`config.mk`:
```
export PLATFORM = sky130hd
export DESIGN_NAME = button_debouncer_multi
export DESIGN_NICKNAME = d
export VERILOG_FILES = /design/src/rtl/btn_pkg.sv /design/src/rtl/debounce_tick_gen.sv /design/src/rtl/button_debouncer_multi.sv
export SDC_FILE = /design/constraint.sdc
export NUM_CORES = 1
export LEC_CHECK = 0
export ABC_AREA = 1
export BUFFER_PORTS_ARGS = -buffer_cell sky130_fd_sc_hd__buf_2
export CAP_MARGIN = 20
export CORE_UTILIZATION = 26
export CTS_BUF_LIST = sky130_fd_sc_hd__clkbuf_2 sky130_fd_sc_hd__clkbuf_4 sky130_fd_sc_hd__clkbuf_8
export DETAILED_ROUTE_END_ITERATION = 6
export PLACE_DENSITY_LB_ADDON = 0.08
export REMOVE_ABC_BUFFERS = 1
export SYNTH_ARGS = -nofsm -noshare
export SYNTH_HDL_FRONTEND = slang
export SYNTH_SLANG_ARGS = --single-unit
export TNS_END_PERCENT = 20
```
`constraint.sdc`:
```
create_clock -name clk -period 1.69 [get_ports clk]
set_input_delay 0.338 -clock clk [delete_from_list [all_inputs] [get_ports clk]]
set_output_delay 0.338 -clock clk [all_outputs]
set_load 0.05 [all_outputs]
```
`src/rtl/btn_pkg.sv`:
```
// Shared constants and helpers for the button debouncer family.
package btn_pkg;

    localparam int CLK_HZ             = 100_000_000;
    localparam int DEF_TICK_DIV       = CLK_HZ / 800;   // 1.25 ms sample period
    localparam int DEF_STABLE_SAMPLES = 4;

    function automatic int cnt_width(input int n);
        return $clog2(n + 1);
    endfunction

endpackage

```
`src/rtl/debounce_tick_gen.sv`:
```
// Free-running strobe generator: tick is high for one clk every TICK_DIV cycles,
// first tick TICK_DIV cycles after reset is released.
module debounce_tick_gen
    import btn_pkg::*;
#(
    parameter int TICK_DIV = DEF_TICK_DIV
) (
    input  logic clk,
    input  logic rst,
    output logic tick
);

    localparam int TW = $clog2(TICK_DIV);
    localparam logic [TW-1:0] LAST = TW'(TICK_DIV - 1);

    logic [TW-1:0] count;

    always_ff @(posedge clk) begin
        if (rst) begin
            count <= '0;
            tick  <= 1'b0;
        end else begin
            tick  <= (count == LAST);
            count <= (count == LAST) ? '0 : count + TW'(1);
        end
    end

endmodule

```
`src/rtl/button_debouncer_multi.sv`:
```
// N_CH-channel button debouncer with a shared sample tick; per-channel level,
// press and release pulses. Optional auto-repeat when BTN_AUTOREPEAT_EN is defined.
module button_debouncer_multi
    import btn_pkg::*;
#(
    parameter int N_CH           = 4,
    parameter int TICK_DIV       = DEF_TICK_DIV,
    parameter int STABLE_SAMPLES = DEF_STABLE_SAMPLES,
    parameter int ACTIVE_LOW     = 0,
    parameter int REPEAT_DELAY   = 400,
    parameter int REPEAT_RATE    = 80
) (
    input  logic            clk,
    input  logic            rst,
    input  logic [N_CH-1:0] btn_raw,
    output logic [N_CH-1:0] btn_level,
    output logic [N_CH-1:0] btn_press,
    output logic [N_CH-1:0] btn_release,
    output logic            sample_tick
);

    localparam int CW = cnt_width(STABLE_SAMPLES);
    localparam logic [CW-1:0] CNT_LAST = CW'(STABLE_SAMPLES - 1);
    localparam logic INV = (ACTIVE_LOW != 0);

`ifdef BTN_AUTOREPEAT_EN
    localparam int RPT_MAX = (REPEAT_DELAY > REPEAT_RATE) ? REPEAT_DELAY : REPEAT_RATE;
    localparam int RW = cnt_width(RPT_MAX);
    localparam logic [RW-1:0] RPT_DELAY_W = RW'(REPEAT_DELAY);
    localparam logic [RW-1:0] RPT_RATE_W  = RW'(REPEAT_RATE);
`endif

    debounce_tick_gen #(
        .TICK_DIV (TICK_DIV)
    ) u_tick (
        .clk  (clk),
        .rst  (rst),
        .tick (sample_tick)
    );

    for (genvar i = 0; i < N_CH; i++) begin : g_ch
        logic          sync1;
        logic          sync2;
        logic          s;
        logic          lvl_q;
        logic          press_q;
        logic          release_q;
        logic [CW-1:0] cnt;
        logic          accept;
        logic          rpt_hit;

        assign s      = sync2 ^ INV;
        assign accept = sample_tick && (s != lvl_q) && (cnt == CNT_LAST);

`ifdef BTN_AUTOREPEAT_EN
        logic [RW-1:0] rpt_cnt;
        logic          rpt_armed;
        logic [RW-1:0] rpt_limit;

        // First interval is REPEAT_DELAY, later ones REPEAT_RATE; a release tick never repeats.
        assign rpt_limit = rpt_armed ? RPT_RATE_W : RPT_DELAY_W;
        assign rpt_hit   = sample_tick && lvl_q && !accept && (rpt_cnt + RW'(1) == rpt_limit);

        always_ff @(posedge clk) begin
            if (rst || !lvl_q || accept) begin
                rpt_cnt   <= '0;
                rpt_armed <= 1'b0;
            end else if (sample_tick) begin
                if (rpt_hit) begin
                    rpt_cnt   <= '0;
                    rpt_armed <= 1'b1;
                end else begin
                    rpt_cnt   <= rpt_cnt + RW'(1);
                end
            end
        end
`else
        // Repeat parameters are accepted but inert without auto-repeat.
        assign rpt_hit = (REPEAT_DELAY < 0) && (REPEAT_RATE < 0);
`endif

        always_ff @(posedge clk) begin
            if (rst) begin
                sync1     <= 1'b0;
                sync2     <= 1'b0;
                lvl_q     <= 1'b0;
                press_q   <= 1'b0;
                release_q <= 1'b0;
                cnt       <= '0;
            end else begin
                sync1     <= btn_raw[i];
                sync2     <= sync1;
                press_q   <= (accept && s) || rpt_hit;
                release_q <= accept && !s;
                if (sample_tick) begin
                    if (s == lvl_q) begin
                        cnt <= '0;
                    end else if (cnt == CNT_LAST) begin
                        lvl_q <= s;
                        cnt   <= '0;
                    end else begin
                        cnt <= cnt + CW'(1);
                    end
                end
            end
        end

        assign btn_level[i]   = lvl_q;
        assign btn_press[i]   = press_q;
        assign btn_release[i] = release_q;
    end

endmodule
```
* Word level (Yosys, flattened, before mapping)
Cells that the tools add are included.
** Storage, ports and cells
- Register bits after elaboration :: 50
- Latch bits :: 0
- Memory bits (writable) :: 0
- Bits in read-only memories :: 0
- Logic and storage cells :: 81
- Memories :: 0
** Operators by class
- Add/sub/neg operators :: 5
- $mul :: 0
- Divide/modulo/power cells :: 0
- Magnitude comparators :: 0
- Equality and inequality tests :: 13
- Shifts and indexed selects :: 0
- Muxes and demuxes :: 8
- Bitwise operators :: 4
- Reduce and logical (&&, ||, !) cells :: 25
** Operator list (count)
- $mux W3 :: 8
- $add A17 B1 Y17 const B :: 1
- $eq A17 B17 Y1 const B :: 1
- $logic_and A1 B1 Y1 :: 16
- $add A3 B1 Y3 const B :: 4
- $eq A3 B2 Y1 const B :: 4
- $reduce_and A3 Y1 :: 4
- $eq A1 B1 Y1 :: 4
- $logic_not A1 Y1 :: 4
- $ne A1 B1 Y1 :: 4
- $not A1 Y1 :: 4
- $reduce_or A2 Y1 :: 1

* Longest topological paths before layout
Gate-level depths: netlist of run 1.
- Depth in word-level cells :: 4
- Mapped depth :: 9

* Modules after synthesis
A second synthesis of run 1 with hierarchy kept.
** Unflattened totals
- Cell total of the unflattened synthesis :: 306
- Area total of the unflattened synthesis :: 2316.0 µm²
** By module, submodules not included
- button_debouncer_multi :: instances 1, cells each 170, area an instance 1375.1 µm², seq. area each 640.6 µm²
- debounce_tick_gen :: instances 1, cells each 136, area an instance 940.9 µm², seq. area each 360.3 µm²

* Worst setup path after synthesis of run 1
Ideal clock, no wire load.
- Kind :: register -> register
- Start :: register u_tick.tick
- End :: register g_ch[1].lvl_q
- Library setup time :: 0.114 ns
- Arrival time :: 1.359 ns
- Data required time :: 1.576 ns
- Slack :: 0.216 ns
- Stages on the path, launching flop included :: 7
- Path buffers :: 1
- Path through :: dfxtp_1 inv_1 buf_6 nor2_1 nand2_1 nand3_1 nand2_1
** Between the ends
- Cells in the longest elaborated chain, start to end :: 1
** Ends and longest elaborated chain
- from (decl) :: line debounce_tick_gen.sv:10 : output logic tick
- from (signal assigned) :: line debounce_tick_gen.sv:23 : tick <= (count == LAST);
- $reduce_and A3 Y1 (no line)
- to (signal assigned) :: line button_debouncer_multi.sv:99 : lvl_q <= s;
- to (decl) :: line button_debouncer_multi.sv:45 : logic lvl_q;
No other way between the ends.
A chain may end at the register's enable or synchronous reset.

* Worst setup path in the final report of run 1
- Start :: register u_tick.count[0]
- End :: register u_tick.count[12]
** Between the ends
- Cells in the longest elaborated chain, start to end :: 2
- Elaborated cells on any way between the ends :: 3
- Classes of those cells :: add/sub: 1; eq/ne: 1; reduce/logical: 1
** Ends and longest elaborated chain
- from (decl) :: line debounce_tick_gen.sv:16 : logic [TW-1:0] count;
- from (signal assigned) :: line debounce_tick_gen.sv:24 : count <= (count == LAST) ? '0 : count + TW'(1);
- parallel branches: the longest is 2 deep, another holds $add A17 B1 Y17
Several ways; the timed one is not identified.

==> summary.md, run 1 <==
| Metric | Value |
|---|---|
| P_leak | 0.969 nW |
| Critical path's slowest cell | dfxtp_1 |
| Comb power frac | 3.2% |
| Setup Buffers After CTS | 0 |
| Skew-Pair Late Insertion Delay | 0.31 ns |
| Reg-to-Reg End | u_tick.count[12] |
| DP Area | 2330 um2 |
| Hold_ws | 0.224 ns |
| Run status | complete, no violations |
| Delay-heaviest family, CP | simple AND/OR/NAND/NOR gates |
| CP most frequent cell | nor2_1 |
| Critical Path Start Type | flop |
| Worst-path fanout max | 17 |
| Switching Share | 23.2% |
| Die Ht | 94.4 um |
| Synth Instances | 296 |
| Synth area leaders | dfxtp_1 (45%), nand2_1 (10%), inv_1 (7.6%) |
| Core Footprint | 8220 um2 |
| Setup Skew | 0.0113 ns |
| Total negative setup slack | 0 ns |
| RSZ-0062 raised after global routing | no |
| Global-route wire length before repair | 7490 um |
| Num CTS Buffers | 5 |
| Post-route ant nets | 0 |
| Placed cells | 405 |
| Worst R2R Setup Slack | 0.25 ns |
| Port Buffer Count | 18 |
| R2R cell count | 8 |
| Tot GR Track Use | 10.9% |
| Leading area contributor after synthesis | dfxtp_1 |
| Internal power | 1.55 mW |
| Fin crit period | 1.44 ns |
| Via count | 1684 |
| Die width | 94.4 um |
| DRT iter0 DRCs | 42 |
| Hold path cells | 3 |
| Synth warnings | 0 |
| Rows | 33 |
| Avg WL per Cell | 10.2 um |
| Layout area overhead | 9.48% |
| CTS clk-pin slew, worst paths | 0.10 ns |
| Clock share of power | 37.3% |
| CP Cell Sequence | ha_1 > inv_1 > nor2_1 > nand2_1 > nor2_1 > nand2_2 > nand2_4 > a21oi_1 |
| Largest stage delay on the critical path | 0.40 ns |
| Maximum VDD drop | 0.318 mV |
| Synthesized area per cell | 7.49 um2 |
| Boundary Pins | 19 |
| H-Tree Depth | 2 |
| Vias in the first global route | 1619 |
| Final Util | 29.6% |
| Measured slew at the worst slew-check pin | 0.391 ns |
| CTS Buffer Depth | 2 |
| Layout cells sized above 1 | 16.2% |
| Total Power | 2.02 mW |
| Final Cycle Share | 85.2% |
| Initial DRT Pass Iterations | 4 |
| # Max-Cap Violations | 0 |
| Die Area | 8910 um2 |
| PwrDens | 832 nW/um2 |
| Placer Congestion | 0.748 |
| Final Hold Vio Count | 0 |
| Hold Path Origin | btn_raw[0] |
| Min-Delay Endpoint | g_ch[0].sync1 |
| Register share of total power | 59.5% |
| Initial antenna violation count | 0 |
| Post-CTS Hold Fix Bufs | 0 |
| Pin count of the biggest net entering global routing | 22 |
| Via density per instance | 4.08 |
| Synth unique cells | 24 |
| Post-layout worst setup margin | 0.251 ns |
| N_diodes | 0 |
| Post-Route WL | 4210 um |
| Crit path launch | u_tick.count[0] |
| Detailed Place HPWL | 3030 um |
| WP buf/inv | 1 |
| Effective utilization at floorplan | 27.0% |
| Max Slew Vio Count | 0 |
| CP Capture Type | flop |
| # DRC | 0 |
| Sw Pwr | 468 uW |
| Max_slew headroom | 73.9% |
| Crit path DAT | 1.62 ns |
| Crit path kind | reg2reg |
| # setup viols final | 0 |
| Min-delay worst type | in2reg |
| Yosys reg bits | 50 |
| Required @ worst endpoint | 1.87 ns |
| CTS tree | yes |
| Root Buffer | clkbuf_8 |
| Fin cells | 413 |
| Post-synthesis sequential area ratio | 45.1% |
| Sink Count | 50 |
| Fmax | 695 MHz |
| Non-Filler Cell Area, Final | 2430 um2 |
| Pre-CTS setup slack | 0.264 ns |
| Gr ovfl total | 0 |
| Worst r2r src | u_tick.count[0] |
| Cell area after synthesis | 2220 um2 |
| Nets | 318 |
| Area share of the largest cell type after synthesis | 45.1% |
| Gates resized, CTS repair | 0 |
==> worst reg2reg max path, stage by stage (launching register included) <==
cell and delay (ns):
dfxtp_1 0.40, ha_1 0.22, inv_1 0.07, nor2_1 0.08, nand2_1 0.05, nor2_1 0.11, nand2_2 0.09, nand2_4 0.23
a21oi_1 0.07
==> registers in the layout, summed over array words and instances (netlist names) <==
register and flops:
u_tick.count 17, g_ch.release_q 4, g_ch.s 4, u_tick.tick 1
g_ch.lvl_q 4, g_ch.cnt 12, g_ch.press_q 4, g_ch.sync1 4
==> synth_stat cells <==
cell type,number
buf_4,12
a21oi_1,15
nor2_2,14
buf_12,1
buf_2,1
nor3_2,1
ha_1,5
nor2_4,1
nor3_1,3
buf_1,2
xnor2_1,5
nor2_1,40
nand2_2,3
buf_6,1
dfxtp_1,50
o21ai_1,2
o21ai_0,9
nand2_1,59
nand3_1,14
inv_1,45
xor2_1,4
inv_2,1
nand2_4,1
nand4_1,7
==> power by group through the flow <==
stage | Combinational [mW] | Clock (mW) | Sequential, mW
global placement | 0.0675 | 0 | 1.23
CTS | 0.0659 | 0.809 | 1.20
detailed placement | 0.0658 | 0 | 1.23
global route | 0.0734 | 0.846 | 1.21
finish | 0.0637 | 0.753 | 1.20
floorplan | 0.0384 | 0 | 1.23
==> final cells by class <==
class / count / area [um2]
multi-input combinational: 183 / 911
inverter: 46 / 173
fill: 921 / 5790
clock inverter: 2 / 17.5
tap: 105 / 131
sequential: 50 / 1000
timing repair buffer: 21 / 113
clock buffer: 6 / 82.6
==> cell families (layout without fill, tap and decap cells) <==
| kind of cell | after synthesis | in the layout | synth area share, % |
|---|---|---|---|
| fa+ha+maj | 5 | 5 | 2.82 |
| xor+xnor | 9 | 9 | 3.55 |
| flops | 50 | 50 | 45.1 |
| buf+inv | 63 | 75 | 13.8 |
| compound gates | 26 | 26 | 5.87 |
| simple gates | 143 | 143 | 28.8 |
==> placed cells by master, fill, tap and decap left out, types with 6 or more instances in the layout <==
cell type,netlist,layout
dfxtp_1,50,50
buf_2,1,18
nand3_1,14,14
nor2_1,40,40
a21oi_1,15,15
nand4_1,7,7
o21ai_0,9,9
clkbuf_8,0,6
nand2_1,59,59
nor2_2,14,14
inv_1,45,45
==> worst max path at each step <==
| stage | endpoint | slack, ns | cells after the start |
|---|---|---|---|
| after floorplan | g_ch[1].lvl_q | 0.20 | 5 |
| after global placement | u_tick.count[10] | 0.30 | 8 |
| final | u_tick.count[12] | 0.25 | 8 |
| after CTS | u_tick.count[13] | 0.24 | 8 |
| after detailed placement | u_tick.count[9] | 0.26 | 8 |
| after global routing | u_tick.count[10] | 0.06 | 8 |
==> routing by layer <==
layer  track usage, %  vias up  part of all wire, %  routed length [um]
met5                0        -                    0                   0
met4             4.23        0                  1.7                  70
met3             2.66        7                  3.4                 141
met2             17.1       20                   45                1880
met1             14.2      737                   50                2110
li1                 -      920                    -                   -
Power figures use the tool's default switching activity.
==> inputs of run 2 (changes only) <==
--- a/config.mk
+++ b/config.mk
@@ -5,8 +5,7 @@
 export SDC_FILE = /design/constraint.sdc
 export NUM_CORES = 1
 export LEC_CHECK = 0
-export ABC_AREA = 1
-export BUFFER_PORTS_ARGS = -buffer_cell sky130_fd_sc_hd__buf_2
+export BUFFER_PORTS_ARGS = -buffer_cell sky130_fd_sc_hd__clkbuf_2
 export CAP_MARGIN = 20
 export CORE_UTILIZATION = 26
 export CTS_BUF_LIST = sky130_fd_sc_hd__clkbuf_2 sky130_fd_sc_hd__clkbuf_4 sky130_fd_sc_hd__clkbuf_8
==> run 2 against run 1 <==
Compared with the run above: core utilization grew 0.79 points; largest power group unchanged; hold slack gained 0.021 ns; count of clock-buffer cells in the layout is the same; synthesized cell count shrank 25%.
==> summary.md, run 2 <==
| Metric | Value |
|---|---|
| Die width | 91.6 um |
| Synth area leaders | dfxtp_1 (48%), xnor2_1 (6.7%), nor2_1 (4.7%) |
| Post-route ant nets | 0 |
| CP Capture Type | flop |
| Delay-heaviest family, CP | simple AND/OR/NAND/NOR gates |
| WP buf/inv | 0 |
| EDFF count, synth | 0 |
| Skew-Pair Late Insertion Delay | 0.30 ns |
| DRT iter0 DRCs | 36 |
| Detailed Place HPWL | 2570 um |
| Crit path launch | u_tick.count[0] |
| Largest stage delay on the critical path | 0.38 ns |
| CTS clk-pin slew, worst paths | 0.09 ns |
| Worst R2R Setup Slack | 0.17 ns |
| Boundary Pins | 19 |
| Run status | complete, no violations |
| Nets | 243 |
| Min-delay worst type | in2reg |
| Most frequent cells in the layout | dfxtp_1 (50), nor2_1 (26), clkbuf_2 (18) |
| # Max-Cap Violations | 0 |
| Total negative setup slack | 0 ns |
| Post-Route WL | 3660 um |
| CP Cell Sequence | ha_1 > nand3_1 > nor4_1 > xnor2_1 > nor2_1 |
| Die Ht | 91.6 um |
| Critical Path Start Type | flop |
| Top flop regs | u_tick.count (17), g_ch.cnt (12) |
| Hold Path Origin | btn_raw[3] |
| Root Buffer | clkbuf_8 |
| PwrDens | 972 nW/um2 |
| # DRC | 0 |
| Crit path kind | reg2reg |
| Worst-path fanout max | 5 |
| Layout area overhead | 12.9% |
| Crit path DAT | 1.72 ns |
| Hold_ws | 0.245 ns |
| Setup Skew | 0.00752 ns |
| RSZ-0062 raised after global routing | no |
| Die Area | 8390 um2 |
| Fmax | 656 MHz |
| Effective utilization at floorplan | 26.9% |
| Initial antenna violation count | 0 |
| Synth Instances | 221 |
| Yosys reg bits | 50 |
| Synth top cells by count | dfxtp_1 (50), nor2_1 (26), xnor2_1 (16) |
| Gr ovfl total | 0 |
| Avg WL per Cell | 10.9 um |
| Pin count of the biggest net entering global routing | 17 |
| Leading area contributor after synthesis | dfxtp_1 |
| Port Buffer Count | 18 |
| Core Footprint | 7770 um2 |
| Synth warnings | 0 |
| P_leak | 0.860 nW |
| Min-Delay Endpoint | g_ch[3].sync1 |
| Rows | 32 |
| Final Hold Vio Count | 0 |
| Asr flop ratio synth | 0% |
| Initial DRT Pass Iterations | 4 |
| CTS tree | yes |
| Count leader, synth | dfxtp_1 |
| Via count | 1436 |
| Worst r2r src | u_tick.count[0] |
| Top FF cell, synth | dfxtp_1 |
| Maximum VDD drop | 0.284 mV |
| Most common cell after layout, fill and taps aside | dfxtp_1 |
| Vias in the first global route | 1372 |
| Synthesized area per cell | 9.45 um2 |
| Hold path cells | 2 |
| Sink Count | 50 |
| R2R cell count | 5 |
| Global-route wire length before repair | 6580 um |
| Largest Register | u_tick.count |
| Via density per instance | 4.29 |
| Area share of the largest cell type after synthesis | 47.9% |
| Required @ worst endpoint | 1.89 ns |
| Max Slew Vio Count | 0 |
| Placer Congestion | 0.719 |
| Post-CTS Hold Fix Bufs | 0 |
| Final Cycle Share | 90.2% |
| Reg-to-Reg End | u_tick.count[16] |
| # setup viols final | 0 |
| Tot GR Track Use | 10.0% |
| Max_slew headroom | 77.1% |
| CTS Buffer Depth | 2 |
| Fin crit period | 1.52 ns |
| Post-synthesis sequential area ratio | 47.9% |
| Layout cells sized above 1 | 15.0% |
| Cell area after synthesis | 2090 um2 |
| N_diodes | 0 |
| Critical path's slowest cell | dfxtp_1 |
| Measured slew at the worst slew-check pin | 0.344 ns |
| H-Tree Depth | 2 |
| Num CTS Buffers | 5 |
| Max reg flops | 17 |
| Synth unique cells | 31 |
## run 2: cell families (layout without fill, tap and decap cells)
kind of cell	Yosys count	count (layout)	share of synthesized area, %
flip-flops	50	50	47.9
multiplexers	3	3	1.50
AO/OA/AOI/OAI	18	18	4.67
adder cells (fa/ha/maj)	5	5	3.00
buffers and inverters	28	40	8.09
AND/OR/NAND/NOR	98	98	26.8
XOR/XNOR	19	19	7.97
## run 2: metal layers
| layer | wire length [um] | GRT usage, % |
|---|---|---|
| met1 | 1890 | 13.2 |
| met3 | 129 | 2.49 |
| met4 | 80 | 5.16 |
| met2 | 1560 | 15.1 |
| met5 | 0 | 0 |
## run 2: power by group
part | total [mW] | internal, mW | switching (mW)
clock | 1.03 | 0.631 | 0.401
combinational | 0.0542 | 0.0248 | 0.0294
sequential | 1.20 | 1.19 | 0.0116
## run 2: worst max path at each step
stage,to,cells after the start
global placement,u_tick.count[14],5
global route,u_tick.count[14],5
floorplan,g_ch[1].release_q,2
finish,u_tick.count[16],5
CTS,u_tick.count[16],5
detailed placement,u_tick.count[16],5
## run 2: repair_timing
action                     in CTS  in global routing
setup endpoints to repair       0                  7
buffers inserted                0                  0
resized for setup               0                  1
## run 2: area by class of cell
| cell class | instances | area [um2] |
|---|---|---|
| flip-flops and latches | 50 | 1000 |
| multi-input cells | 143 | 925 |
| clock buffers | 6 | 82.6 |
| repair buffers | 23 | 128 |
| clock inverters | 2 | 60.1 |
| inverters | 9 | 33.8 |
| fillers | 872 | 5410 |
| well taps | 102 | 128 |
## run 2: stage by stage
step / cell area (um2) / utilization (%) / total power [mW] / worst slack, ns / std cells
floorplan: 1950 / - / 1.26 / 0.0684 / 202
global placement: 2210 / 28.4 / 1.29 / 0.215 / 327
detailed placement: 2210 / 28.4 / 1.29 / 0.172 / 327
CTS: 2350 / 30.3 / 2.33 / 0.158 / 335
global route: 2360 / 30.3 / 2.39 / 0.0179 / 335
finish: 2360 / 30.3 / 2.29 / 0.166 / 335
## run 2: worst register-to-register path, stage by stage (launching register included)
cell     delay (ns)
dfxtp_1        0.38
ha_1           0.24
nand3_1        0.21
nor4_1         0.38
xnor2_1        0.16
nor2_1         0.06
==> inputs of run 3 (changes only) <==
--- a/config.mk
+++ b/config.mk
@@ -11,7 +11,6 @@
 export CTS_BUF_LIST = sky130_fd_sc_hd__clkbuf_2 sky130_fd_sc_hd__clkbuf_4 sky130_fd_sc_hd__clkbuf_8
 export DETAILED_ROUTE_END_ITERATION = 6
 export PLACE_DENSITY_LB_ADDON = 0.08
-export REMOVE_ABC_BUFFERS = 1
 export SYNTH_ARGS = -nofsm -noshare
 export SYNTH_HDL_FRONTEND = slang
 export SYNTH_SLANG_ARGS = --single-unit
==> run 3 against run 2 <==
Compared with the run above: sequential cell count unchanged; global-route usage down 0.32 points; non-clock buffer count is the same; die area stayed put; setup slack improved by 0.0026 ns; critical path depth stayed put; sequential share of layout area is 0.41 points higher; total power is 7.6% lower; cell area fell by 0.96%.
==> summary.md, run 3 (synthesis results as in run 2) <==
| Metric | Value |
|---|---|
| Pre-CTS setup slack | 0.170 ns |
| Effective utilization at floorplan | 26.9% |
| Post-Route WL | 3660 um |
| R2R cell count | 5 |
| Crit path DAT | 1.72 ns |
| N_diodes | 0 |
| Delay-heaviest family, CP | simple AND/OR/NAND/NOR gates |
| Max_slew headroom | 75.7% |
| Sink Count | 50 |
| Critical path's slowest cell | nor4_1 |
| Max reg flops | 17 |
| P_leak | 0.851 nW |
| FF+latch area | 1000 um2 |
| Largest stage delay on the critical path | 0.39 ns |
| Most common cell after layout, fill and taps aside | dfxtp_1 |
| Via count | 1419 |
| Num CTS Buffers | 5 |
| CTS clk-pin slew, worst paths | 0.09 ns |
| Post-layout worst setup margin | 0.168 ns |
| Fin crit period | 1.52 ns |
| Most frequent cells in the layout | dfxtp_1 (50), nor2_1 (26), clkbuf_2 (18) |
| Measured slew at the worst slew-check pin | 0.364 ns |
| Tot GR Track Use | 9.70% |
| Layout cells sized above 1 | 14.6% |
| Placer Congestion | 0.692 |
| Maximum VDD drop | 0.377 mV |
| Max Slew Vio Count | 0 |
| Worst setup path end | u_tick.count[16] |
| Initial DRT Pass Iterations | 4 |
| Boundary Pins | 19 |
| Largest Register | u_tick.count |
| Vias in the first global route | 1378 |
| Detailed Place HPWL | 2620 um |
| Via density per instance | 4.24 |
| # setup viols final | 0 |
| # Max-Cap Violations | 0 |
| Setup Buffers After CTS | 0 |
| Total negative setup slack | 0 ns |
| Initial antenna violation count | 0 |
| Run status | complete, no violations |
| DP Area | 2220 um2 |
| Rows | 32 |
| Crit path kind | reg2reg |
| Root Buffer | clkbuf_8 |
| WP buf/inv | 0 |
| Gates resized, CTS repair | 0 |
| Required @ worst endpoint | 1.89 ns |
| Pin count of the biggest net entering global routing | 17 |
| Min-delay worst type | in2reg |
| Die Ht | 91.6 um |
| Final Hold Vio Count | 0 |
| RSZ-0062 raised after global routing | no |
| Avg WL per Cell | 10.9 um |
| Critical Path Start Type | flop |
| Worst-path fanout max | 5 |
| Worst r2r src | u_tick.count[0] |
| Fmax | 657 MHz |
| Worst R2R Setup Slack | 0.17 ns |
| Syn Nets | 232 |
| Post-route ant nets | 0 |
| Gr ovfl total | 0 |
| Post-CTS Hold Fix Bufs | 0 |
| Port Buffer Count | 18 |
| Skew-Pair Late Insertion Delay | 0.29 ns |
| Crit path launch | u_tick.count[0] |
| Global-route wire length before repair | 6460 um |
| CP Capture Type | flop |
| Setup Skew | 0.00701 ns |
| Core Footprint | 7770 um2 |
| Reg-to-Reg End | u_tick.count[16] |
| Die width | 91.6 um |
| # DRC | 0 |
| H-Tree Depth | 2 |
| Levels on crit path | 5 |
| CTS tree | yes |
| CTS Buffer Depth | 2 |
| Top flop regs | u_tick.count (17), g_ch.cnt (12) |
| Multi-input logic area | 918 um2 |
| Final Util | 30.1% |
| DRT iter0 DRCs | 25 |
| Layout area overhead | 11.8% |
| Nets | 243 |
| Non-Filler Cell Area, Final | 2330 um2 |
| Final Cycle Share | 90.0% |
| CP Cell Sequence | ha_1 > nand3_1 > nor4_1 > xnor2_1 > nor2_1 |
| Die Area | 8390 um2 |
| PwrDens | 906 nW/um2 |
| Fillers | 843 |
## run 3: stage by stage
step	total power [mW]	instances	hold slack (ns)
after CTS	2.17	335	0.234
after global placement	1.29	327	0.423
after detailed placement	1.29	327	0.424
after floorplan	1.27	221	0.410
final	2.12	335	0.246
after global routing	2.21	335	0.258
## run 3: cell type report
class	count	area share [%]
clock inverters	1	1.29
repair buffers	23	6.00
clock buffers	7	3.59
flip-flops and latches	50	42.9
multi-input cells	143	39.3
inverters	9	1.45
well taps	102	5.47
## run 3: how the worst min path moves through the flow
stage                        startpoint             to  slack (ns)  cells after the start
final                        btn_raw[2]  g_ch[2].sync1        0.25                      2
after global routing         btn_raw[1]  g_ch[1].sync1        0.26                      2
after CTS                    btn_raw[2]  g_ch[2].sync1        0.23                      2
after detailed placement  g_ch[0].sync1      g_ch[0].s        0.42                      1
after global placement    g_ch[1].sync1      g_ch[1].s        0.42                      1
after floorplan                     rst      g_ch[3].s        0.41                      1
## run 3: metal layers
layer	part of all wire [%]	track usage, %
met4	1.3	3.57
met5	0	0
met2	43	15.1
met3	2.8	2.74
met1	53	12.7
## run 3: power breakdown
part	total [mW]	internal [mW]	switching, mW
Combinational	0.0612	0.0298	0.0314
Sequential	1.20	1.19	0.0116
Clock	0.852	0.476	0.376
Total	2.12	1.70	0.419
